==> config.mk <==
export PLATFORM = sky130hd
export DESIGN_NAME = demm_rd_arbiter_flat
export DESIGN_NICKNAME = d
export VERILOG_FILES = /design/src/rtl/demm_rd_arbiter_pkg.sv /design/src/rtl/demm_rd_arbiter_if.sv /design/src/rtl/demm_rd_arbiter_rr_arbiter.sv /design/src/rtl/demm_rd_arbiter.sv /design/src/flat_wrapper.sv
export SDC_FILE = /design/constraint.sdc
export NUM_CORES = 1
export LEC_CHECK = 0
export ABC_AREA = 1
export BUFFER_PORTS_ARGS = -buffer_cell sky130_fd_sc_hd__buf_4
export CAP_MARGIN = 20
export CORE_AREA = 2 2 492 494
export CTS_CLUSTER_DIAMETER = 60
export CTS_CLUSTER_SIZE = 12
export DETAILED_ROUTE_END_ITERATION = 16
export DIE_AREA = 0 0 494 496
export PLACE_DENSITY = 0.3
export REMOVE_ABC_BUFFERS = 1
export SYNTH_ARGS = -nofsm -noshare
export SYNTH_HDL_FRONTEND = slang
export SYNTH_HIERARCHICAL = 1
export SYNTH_SLANG_ARGS = --single-unit
==> constraint.sdc <==
create_clock -name clk -period 4.4 [get_ports clk]
set_clock_uncertainty 0.2 [all_clocks]
set_input_delay 0.88 -clock clk [delete_from_list [all_inputs] [get_ports clk]]
set_output_delay 0.88 -clock clk [all_outputs]
set_load 0.05 [all_outputs]
==> src/rtl/demm_rd_arbiter_pkg.sv <==
// Shared types and width helpers for the DEMM AXI read-port arbiter.
// Imported by the interface, the round-robin arbiter and the top.
package demm_rd_arbiter_pkg;

  function automatic int unsigned idx_w(input int unsigned n);
    return (n > 1) ? $clog2(n) : 1;
  endfunction

  function automatic int unsigned cnt_w(input int unsigned max_outs);
    return $clog2(max_outs) + 1;
  endfunction

  // Widths for the default configuration (NUM_REQ=2, MAX_OUTS=8).
  localparam int unsigned IDX_W = idx_w(2);
  localparam int unsigned CNT_W = cnt_w(8);

  localparam int unsigned ArAddrW = 64;
  localparam int unsigned ArIdW   = 4;

  typedef struct packed {
    logic [ArAddrW-1:0] addr;
    logic [7:0]         len;
    logic [ArIdW-1:0]   id;
  } ar_req_t;

  typedef enum logic [0:0] {StIdle, StIssue} ar_state_e;

endpackage

==> src/rtl/demm_rd_arbiter_if.sv <==
// Requester-side and AXI-master-side read channels of the arbiter.
// The master modport is the arbiter's view; slave is the environment's view.
interface demm_rd_arbiter_if #(
  parameter int unsigned NUM_REQ = 2,
  parameter int unsigned ADDR_W  = 64,
  parameter int unsigned DATA_W  = 512,
  parameter int unsigned ID_W    = 4
);
  logic [NUM_REQ-1:0]        req_arvalid;
  logic [NUM_REQ-1:0]        req_arready;
  logic [NUM_REQ*ADDR_W-1:0] req_araddr;
  logic [NUM_REQ*8-1:0]      req_arlen;
  logic [NUM_REQ-1:0]        req_rvalid;
  logic [NUM_REQ-1:0]        req_rready;
  logic [DATA_W-1:0]         req_rdata;
  logic                      req_rlast;

  logic                      m_arvalid;
  logic                      m_arready;
  logic [ADDR_W-1:0]         m_araddr;
  logic [7:0]                m_arlen;
  logic [ID_W-1:0]           m_arid;
  logic                      m_rvalid;
  logic                      m_rready;
  logic [DATA_W-1:0]         m_rdata;
  logic                      m_rlast;
  logic [ID_W-1:0]           m_rid;

  modport master (
    input  req_arvalid, req_araddr, req_arlen, req_rready,
    input  m_arready, m_rvalid, m_rdata, m_rlast, m_rid,
    output req_arready, req_rvalid, req_rdata, req_rlast,
    output m_arvalid, m_araddr, m_arlen, m_arid, m_rready
  );

  modport slave (
    output req_arvalid, req_araddr, req_arlen, req_rready,
    output m_arready, m_rvalid, m_rdata, m_rlast, m_rid,
    input  req_arready, req_rvalid, req_rdata, req_rlast,
    input  m_arvalid, m_araddr, m_arlen, m_arid, m_rready
  );
endinterface

==> src/rtl/demm_rd_arbiter_rr_arbiter.sv <==
// Combinational round-robin picker: first asserted request at or after ptr_i.
// Kept generic so the write-side arbiter can reuse it.
module rr_arbiter
  import demm_rd_arbiter_pkg::*;
#(
  parameter int unsigned NUM_REQ = 2,
  parameter int unsigned IDX_W_P = idx_w(NUM_REQ)
) (
  input  logic [NUM_REQ-1:0] req_i,
  input  logic [IDX_W_P-1:0] ptr_i,
  output logic [NUM_REQ-1:0] gnt_o,
  output logic [IDX_W_P-1:0] idx_o,
  output logic               any_o
);

  always_comb begin
    int cand;
    gnt_o = '0;
    idx_o = '0;
    any_o = 1'b0;
    cand  = 0;
    for (int off = 0; off < int'(NUM_REQ); off++) begin
      cand = int'(ptr_i) + off;
      if (cand >= int'(NUM_REQ)) cand = cand - int'(NUM_REQ);
      if (!any_o && req_i[cand]) begin
        any_o       = 1'b1;
        gnt_o[cand] = 1'b1;
        idx_o       = IDX_W_P'(cand);
      end
    end
  end

endmodule

==> src/rtl/demm_rd_arbiter.sv <==
// Shares one AXI4 read port between NUM_REQ DMA requesters: round-robin AR issue
// tagged by requester index, RID-routed R beats, per-requester outstanding caps.
module demm_rd_arbiter
  import demm_rd_arbiter_pkg::*;
#(
  parameter int unsigned NUM_REQ  = 2,
  parameter int unsigned ADDR_W   = 64,
  parameter int unsigned DATA_W   = 512,
  parameter int unsigned ID_W     = 4,
  parameter int unsigned MAX_OUTS = 8
) (
  input  logic               clk,
  input  logic               rstn,
  demm_rd_arbiter_if.master  bus,
  output logic               busy,
  output logic               err_rid
);

  localparam int unsigned IdxW = idx_w(NUM_REQ);
  localparam int unsigned CntW = cnt_w(MAX_OUTS);
  localparam logic [CntW-1:0] CntMax = CntW'(MAX_OUTS);

  ar_state_e         state_q, state_d;
  ar_req_t           ar_q, ar_d;
  logic [IdxW-1:0]   gnt_idx_q, gnt_idx_d;
  logic [IdxW-1:0]   rr_ptr_q, rr_ptr_d;
  logic [CntW-1:0]   cnt_q [NUM_REQ];
  logic [CntW-1:0]   cnt_d [NUM_REQ];
  logic              err_q, err_d;

  logic [NUM_REQ-1:0] eligible;
  logic [NUM_REQ-1:0] gnt_oh;
  logic [IdxW-1:0]    arb_idx;
  logic               arb_any;
  logic               ar_fire;

  logic [IdxW-1:0]    r_idx;
  logic               r_known;
  logic               r_sel_ready;
  logic               r_bad;
  logic               r_ready;
  logic               r_retire;

  always_comb begin
    for (int i = 0; i < int'(NUM_REQ); i++) begin
      eligible[i] = bus.req_arvalid[i] && (cnt_q[i] < CntMax);
    end
  end

  rr_arbiter #(
    .NUM_REQ (NUM_REQ),
    .IDX_W_P (IdxW)
  ) u_rr_arbiter (
    .req_i (eligible),
    .ptr_i (rr_ptr_q),
    .gnt_o (gnt_oh),
    .idx_o (arb_idx),
    .any_o (arb_any)
  );

  // AR path: requester handshake latches the burst; m_* come straight from flops.
  always_comb begin
    state_d         = state_q;
    ar_d            = ar_q;
    gnt_idx_d       = gnt_idx_q;
    rr_ptr_d        = rr_ptr_q;
    ar_fire         = 1'b0;
    bus.req_arready = '0;
    unique case (state_q)
      StIdle: begin
        if (arb_any) begin
          bus.req_arready = gnt_oh;
          ar_d.addr       = bus.req_araddr[int'(arb_idx)*ADDR_W +: ADDR_W];
          ar_d.len        = bus.req_arlen[int'(arb_idx)*8 +: 8];
          ar_d.id         = ID_W'(arb_idx);
          gnt_idx_d       = arb_idx;
          state_d         = StIssue;
        end
      end
      StIssue: begin
        if (bus.m_arready) begin
          ar_fire  = 1'b1;
          rr_ptr_d = (gnt_idx_q == IdxW'(NUM_REQ - 1)) ? '0 : gnt_idx_q + 1'b1;
          state_d  = StIdle;
        end
      end
      default: state_d = StIdle;
    endcase
  end

  assign bus.m_arvalid = (state_q == StIssue);
  assign bus.m_araddr  = ar_q.addr;
  assign bus.m_arlen   = ar_q.len;
  assign bus.m_arid    = ar_q.id;

  // R path: unknown or unexpected RIDs are swallowed so the slave never stalls.
  always_comb begin
    r_idx       = bus.m_rid[IdxW-1:0];
    r_known     = 1'b0;
    r_sel_ready = 1'b0;
    for (int i = 0; i < int'(NUM_REQ); i++) begin
      if (r_idx == IdxW'(i)) begin
        r_known     = (cnt_q[i] != '0);
        r_sel_ready = bus.req_rready[i];
      end
    end
    r_bad    = ({1'b0, bus.m_rid} >= (ID_W + 1)'(NUM_REQ)) || !r_known;
    r_ready  = r_bad ? 1'b1 : r_sel_ready;
    r_retire = bus.m_rvalid && r_ready && bus.m_rlast && !r_bad;
    for (int i = 0; i < int'(NUM_REQ); i++) begin
      bus.req_rvalid[i] = bus.m_rvalid && !r_bad && (r_idx == IdxW'(i));
    end
    err_d = err_q | (bus.m_rvalid & r_bad);
  end

  assign bus.m_rready  = r_ready;
  assign bus.req_rdata = bus.m_rdata;
  assign bus.req_rlast = bus.m_rlast;

  always_comb begin
    for (int i = 0; i < int'(NUM_REQ); i++) begin
      logic inc, dec;
      inc      = ar_fire && (gnt_idx_q == IdxW'(i));
      dec      = r_retire && (r_idx == IdxW'(i));
      cnt_d[i] = cnt_q[i];
      if (inc && !dec) cnt_d[i] = cnt_q[i] + 1'b1;
      else if (dec && !inc) cnt_d[i] = cnt_q[i] - 1'b1;
    end
  end

  always_comb begin
    busy = (state_q == StIssue);
    for (int i = 0; i < int'(NUM_REQ); i++) begin
      if (cnt_q[i] != '0) busy = 1'b1;
    end
  end

  assign err_rid = err_q;

  always_ff @(posedge clk or negedge rstn) begin
    if (!rstn) begin
      state_q   <= StIdle;
      ar_q      <= '0;
      gnt_idx_q <= '0;
      rr_ptr_q  <= '0;
      err_q     <= 1'b0;
      for (int i = 0; i < int'(NUM_REQ); i++) cnt_q[i] <= '0;
    end else begin
      state_q   <= state_d;
      ar_q      <= ar_d;
      gnt_idx_q <= gnt_idx_d;
      rr_ptr_q  <= rr_ptr_d;
      err_q     <= err_d;
      for (int i = 0; i < int'(NUM_REQ); i++) cnt_q[i] <= cnt_d[i];
    end
  end

endmodule

==> src/flat_wrapper.sv <==
// flat-port wrapper written by rule: the top's interface ports become plain ports
module demm_rd_arbiter_flat import demm_rd_arbiter_pkg::*;
#(
  parameter int unsigned NUM_REQ  = 2,
  parameter int unsigned ADDR_W   = 64,
  parameter int unsigned DATA_W   = 512,
  parameter int unsigned ID_W     = 4,
  parameter int unsigned MAX_OUTS = 8
)
  (clk, rstn, busy, err_rid, bus_req_arvalid, bus_req_araddr, bus_req_arlen, bus_req_rready, bus_m_arready, bus_m_rvalid, bus_m_rdata, bus_m_rlast, bus_m_rid, bus_req_arready, bus_req_rvalid, bus_req_rdata, bus_req_rlast, bus_m_arvalid, bus_m_araddr, bus_m_arlen, bus_m_arid, bus_m_rready);
  demm_rd_arbiter_if #(.NUM_REQ(NUM_REQ), .ADDR_W(ADDR_W), .DATA_W(DATA_W), .ID_W(ID_W)) bus_i ();
  input  logic clk;
  input  logic rstn;
  output logic busy;
  output logic err_rid;
  input wire logic [$bits(bus_i.req_arvalid)-1:0] bus_req_arvalid;
  input wire logic [$bits(bus_i.req_araddr)-1:0] bus_req_araddr;
  input wire logic [$bits(bus_i.req_arlen)-1:0] bus_req_arlen;
  input wire logic [$bits(bus_i.req_rready)-1:0] bus_req_rready;
  input wire logic [$bits(bus_i.m_arready)-1:0] bus_m_arready;
  input wire logic [$bits(bus_i.m_rvalid)-1:0] bus_m_rvalid;
  input wire logic [$bits(bus_i.m_rdata)-1:0] bus_m_rdata;
  input wire logic [$bits(bus_i.m_rlast)-1:0] bus_m_rlast;
  input wire logic [$bits(bus_i.m_rid)-1:0] bus_m_rid;
  output wire logic [$bits(bus_i.req_arready)-1:0] bus_req_arready;
  output wire logic [$bits(bus_i.req_rvalid)-1:0] bus_req_rvalid;
  output wire logic [$bits(bus_i.req_rdata)-1:0] bus_req_rdata;
  output wire logic [$bits(bus_i.req_rlast)-1:0] bus_req_rlast;
  output wire logic [$bits(bus_i.m_arvalid)-1:0] bus_m_arvalid;
  output wire logic [$bits(bus_i.m_araddr)-1:0] bus_m_araddr;
  output wire logic [$bits(bus_i.m_arlen)-1:0] bus_m_arlen;
  output wire logic [$bits(bus_i.m_arid)-1:0] bus_m_arid;
  output wire logic [$bits(bus_i.m_rready)-1:0] bus_m_rready;
  assign bus_i.req_arvalid = bus_req_arvalid;
  assign bus_i.req_araddr = bus_req_araddr;
  assign bus_i.req_arlen = bus_req_arlen;
  assign bus_i.req_rready = bus_req_rready;
  assign bus_i.m_arready = bus_m_arready;
  assign bus_i.m_rvalid = bus_m_rvalid;
  assign bus_i.m_rdata = bus_m_rdata;
  assign bus_i.m_rlast = bus_m_rlast;
  assign bus_i.m_rid = bus_m_rid;
  assign bus_req_arready = bus_i.req_arready;
  assign bus_req_rvalid = bus_i.req_rvalid;
  assign bus_req_rdata = bus_i.req_rdata;
  assign bus_req_rlast = bus_i.req_rlast;
  assign bus_m_arvalid = bus_i.m_arvalid;
  assign bus_m_araddr = bus_i.m_araddr;
  assign bus_m_arlen = bus_i.m_arlen;
  assign bus_m_arid = bus_i.m_arid;
  assign bus_m_rready = bus_i.m_rready;
  demm_rd_arbiter #(.NUM_REQ(NUM_REQ), .ADDR_W(ADDR_W), .DATA_W(DATA_W), .ID_W(ID_W), .MAX_OUTS(MAX_OUTS)) u_core (.clk(clk), .rstn(rstn), .bus(bus_i), .busy(busy), .err_rid(err_rid));
endmodule
# Word level (Yosys, flattened, before mapping)
# Cells that the tools add are included.
# word_totals
ff_bits	84
in_bits	669
out_inout_bits	597
wordCells	101
# op_classes
add_sub_neg	8
magnitude_cmp	9
shifts	2
muxes	35
bitwise	6
n_reduce_logical	33
# ops
cell	count
variable part select 128 x 8 -> 64 bit	1
>= comparator 32 x 1 -> 1 bit (second input constant)	2
less-than comparator 32 x 3 -> 1 bit (second input constant)	2
2-to-1 mux 32 bit	2
2-to-1 mux 1 bit	22
logical AND 1 bit	19
2-to-1 mux 4 bit	4
variable part select 16 x 5 -> 8 bit	1
adder 4 x 1 -> 4 bit (second input constant)	2
less-than comparator 4 bit (second input constant)	2
2-to-1 mux 2 bit	4
nonzero test 4 bit	2
subtractor 4 x 1 -> 4 bit (second input constant)	2
zero test 1 bit	7
>= comparator 4 x 2 -> 1 bit (second input constant)	1
AND reduction 2 bit	2
nonzero test 2 bit	2
inverter 1 bit	3
subtractor 1 x 2 -> 3 bit (second input constant)	1
subtractor 2 x 2 -> 3 bit (second input constant)	1
adder 1 x 1 -> 2 bit (second input constant)	1
demux 1 bit (select 1 bit)	2
>= comparator 1 x 2 -> 1 bit (second input constant)	1
>= comparator 2 bit (second input constant)	1
6 further kinds	6

# Longest topological paths before layout
# depth
depth_word	12
ltp_mapped	15
depth_no_buf	15

# By module
# The synthesis kept the hierarchy.
# modules_own_cells
module	instances	cells_each	area_each_um2	seq_area_each_um2
demm_rd_arbiter	1	1024	7963.9	2102.0
rr_arbiter	1	14	55.1	0.0

# Worst setup path before layout
# No wires, ideal clock.
# synth_timing
path_type	input to output
start	in bus_m_rid[1]
end	out bus_req_rvalid[0]
arrival_time_ns	1.995
t_required_ns	3.320
slack_ns	1.325
cell_stages	5
path_buffers	0
cell_sequence	nor3_1 > nand2_1 > nor2_2 > nand2_1 > nor2_1
# synth_via
elab_chain_cells	5
# synth_rtl
element	line	text
start, declared	flat_wrapper.sv:24	input wire logic [$bits(bus_i.m_rid)-1:0] bus_m_rid;
>= comparator 4 x 2 -> 1 bit	demm_rd_arbiter.sv:107	r_bad = ({1'b0, bus.m_rid} >= (ID_W + 1)'(NUM_REQ)) || !r_known;
logical OR 1 bit	demm_rd_arbiter.sv:107	
zero test 1 bit	demm_rd_arbiter.sv:111	bus.req_rvalid[i] = bus.m_rvalid && !r_bad && (r_idx == IdxW'(i));
logical AND 1 bit (2 in a row)	demm_rd_arbiter.sv:111	
end, declared	flat_wrapper.sv:26	output wire logic [$bits(bus_i.req_rvalid)-1:0] bus_req_rvalid;
# No other way between the ends.

# Worst setup path in the final report
# Same ends and word-level chain as after synthesis.

==> results.json <==
{
  "num_io_pins": 1266,
  "cts_setup_buffers": 0,
  "register_area_um2": 2100,
  "path_class": "input pin to output pin",
  "worstPathMaxFanout": 4,
  "grt_most_used_layer": "met2",
  "ys_async_sr_fraction_pct": 100,
  "pre_cts_ws_ns": 1.07,
  "drcViolationCount": 0,
  "whs_ns": 0.298,
  "grt_use_total_pct": 26.8,
  "synth_seq_cells": 84,
  "slew_headroom_pct": 40.1,
  "drt-initial-drc-count": 810,
  "ir_worst_vdd_mv": 0.272,
  "synth.largest_area_cell": "buf_4",
  "multi_input_area_um2": 1780,
  "antenna_found_initial": 14,
  "cts_buffer_depth": 2,
  "finalSetupTns_ns": 0,
  "grt_pass1_wl_um": 352000,
  "fp.coreArea_um2": 240000,
  "min-delay-path-class": "flop to flop",
  "slew_violations": 0,
  "drt-total-wl_um": 339000,
  "use_met3_pct": 44.2,
  "synth_top_area_share_pct": 48.4,
  "synth_area_leaders": "buf_4, dfrtp_1, a21oi_1",
  "power_w": 0.00643,
  "first_pass_iters": 4,
  "dp_hpwl_um": 332000,
  "avgSynthCellArea_um2": 7.73,
  "yosys_warnings": 6,
  "die_w_um": 494,
  "synth-xor-area-share_pct": 0.437,
  "clock_sinks": 84,
  "first_global_vias": 6174,
  "grt_overflow": 0,
  "placed_cell_area_um2": 9860,
  "p_leak_nw": 3.08,
  "yosys.area_share.simple_pct": 10.5,
  "syn_area_um2": 8020,
  "root_buffer": "clkbuf_16",
  "synth_mux_area_share_pct": 0,
  "cts_tree": "built",
  "rows": 180,
  "worstSetupStartpointType": "input pin",
  "rsz0062_at_grt": "no",
  "maxCapViolCount": 0,
  "finalInstanceArea_um2": 10200,
  "synth-compound-area-share_pct": 9.58,
  "cts.repair.resized": 0,
  "ff2ff_setup_slack_ns": 1.75,
  "drive_gt1_share_pct": 36.1,
  "viasPerCell": 1.94,
  "area.growth.synth_to_final_pct": 26.8,
  "synth_top_family_by_area": "buffers and inverters",
  "timing.fmax_mhz": 306,
  "nFillCells": 28587,
  "detail_route.wl_per_cell_um": 85.8,
  "final-hold-violation-count": 0,
  "clock_latency_ns": 0.41,
  "setup_viol": 0,
  "die_h_um": 496,
  "grt_max_degree": 65,
  "end_kind": "output pin",
  "initial_core_util_pct": 3.35,
  "detail-route-antenna-nets": 0,
  "reg2reg_depth": 9,
  "synth_cells": 1038,
  "synthAdderAreaFrac_pct": 1.44,
  "worst_slew_pin_slew_ns": 0.898,
  "startpoint": "bus_m_rid[1]",
  "power.density_nw_per_um2": 632,
  "cp.arrival_ns": 2.19,
  "io_buffers": 238,
  "met1_usage_pct": 4.00,
  "holdBufCountCts": 0,
  "r2r-end": "u_core/bus.m_araddr[1]",
  "grt_util_met2_pct": 49.1,
  "via_count": 7679,
  "synthFlopType": "dfrtp_1",
  "timing.final.crit_share_pct": 74.4,
  "fin_ws_ns": 1.13,
  "fin_crit_ns": 3.27,
  "synthDistinctLibCells": 22,
  "h-tree-depth": 3,
  "die-area_um2": 245000,
  "ys_seq_area_share_pct": 26.2,
  "crit_required_ns": 3.32,
  "cts_made_buffers": 9,
  "crit_end": "bus_req_rvalid[0]",
  "fin_nets": 1430,
  "synth-edff-count": 0,
  "netlist_top_cells_count": "buf_4, a21oi_1, nand2_1",
  "status": "completed",
  "finalWeightedCongestion": 1.46,
  "cts.clk_slew.worst_paths_ns": 0.09,
  "reg2reg_from": "u_core/cnt_q[7]",
  "synth.most_common_cell": "buf_4"
}
-- worst max-delay path, cell delays in order --
cell	delay (ns)
buf_4	0.11
nor3_1	0.22
buf_4	0.19
nand2_1	0.07
nor2_2	0.16
buf_4	0.20
nand2_1	0.06
nor2_1	0.09
buf_4	0.20
-- power by group --
part           internal, W  switching, W  leakage [nW]
logic              0.00104       0.00305          2.00
clock network     0.000405      0.000481         0.148
registers          0.00117      0.000278         0.938
-- state kept, by name (all words and copies together) (netlist names) --
register	flops
u_core/bus.m_araddr	64
u_core/cnt_q	8
u_core/bus.m_arlen	8
u_core/rr_ptr_q	1
u_core/gnt_idx_q	1
u_core/bus.m_arvalid	1
u_core/err_rid	1
-- cell families (layout without fill, tap and decap cells) --
group	after synthesis	count (layout)
adders and majority gates	8	8
AOI/OAI and AO/OA	153	153
and+or+nand+nor	217	217
DFF	84	84
xor gates and xnor gates	4	4
other	1	9
buffers and inverters	571	289
-- cell type report --
| type | count | share of cell area (%) |
|---|---|---|
| repair buffers | 249 | 18.6 |
| inverters | 24 | 0.910 |
| clock buffers | 9 | 2.21 |
| well taps | 3185 | 39.2 |
| multi-input cells | 385 | 17.5 |
| flip-flops and latches | 84 | 20.7 |
| clock inverters | 7 | 0.726 |
| diodes | 6 | 0.148 |
-- cells in the final DEF, fill, tap and decap left out, types with 2 or more instances in the layout --
cell type  Yosys  final
inv_8          0      2
xnor2_1        4      4
inv_6          0      3
nand2_1      113    113
conb_1         1      3
clkinv_2       0      2
buf_4        517    247
fa_1           2      2
clkbuf_16      0      9
buf_12         0      2
diode_2        0      6
nor2_2         2      2
o21ai_0        8      8
or2_2          2      2
dfrtp_1       84     84
nand3_1        4      4
ha_1           6      6
nor2_1        91     90
inv_1         21     21
a21oi_1      144    144
nand4_1        3      3
-- layer usage --
metal / share of wire, % / up-vias
met2: 51 / 2322
met3: 35 / 180
li1: - / 2164
met4: 7.1 / 70
met5: 1.1 / -
met1: 5.9 / 2943
-- stage by stage --
stage | util, % | instances
final | 4.24 | 3949
after global routing | 4.24 | 3943
after CTS | 4.24 | 3943
after detailed placement | 4.11 | 3927
after global placement | 4.11 | 3927
after floorplan | - | 493
-- how the worst min path moves through the flow --
| stage | from | end | slack, ns | depth (start not counted) |
|---|---|---|---|---|
| floorplan | u_core/cnt_q[2] | u_core/cnt_q[2] | 0.28 | 2 |
| CTS | u_core/err_rid | u_core/err_rid | 0.31 | 1 |
| global route | u_core/err_rid | u_core/err_rid | 0.34 | 1 |
| detailed placement | u_core/err_rid | u_core/err_rid | 0.27 | 1 |
| global placement | u_core/err_rid | u_core/err_rid | 0.27 | 1 |
| finish | u_core/err_rid | u_core/err_rid | 0.30 | 1 |
Note: power is estimated with default switching activity, not from simulation.
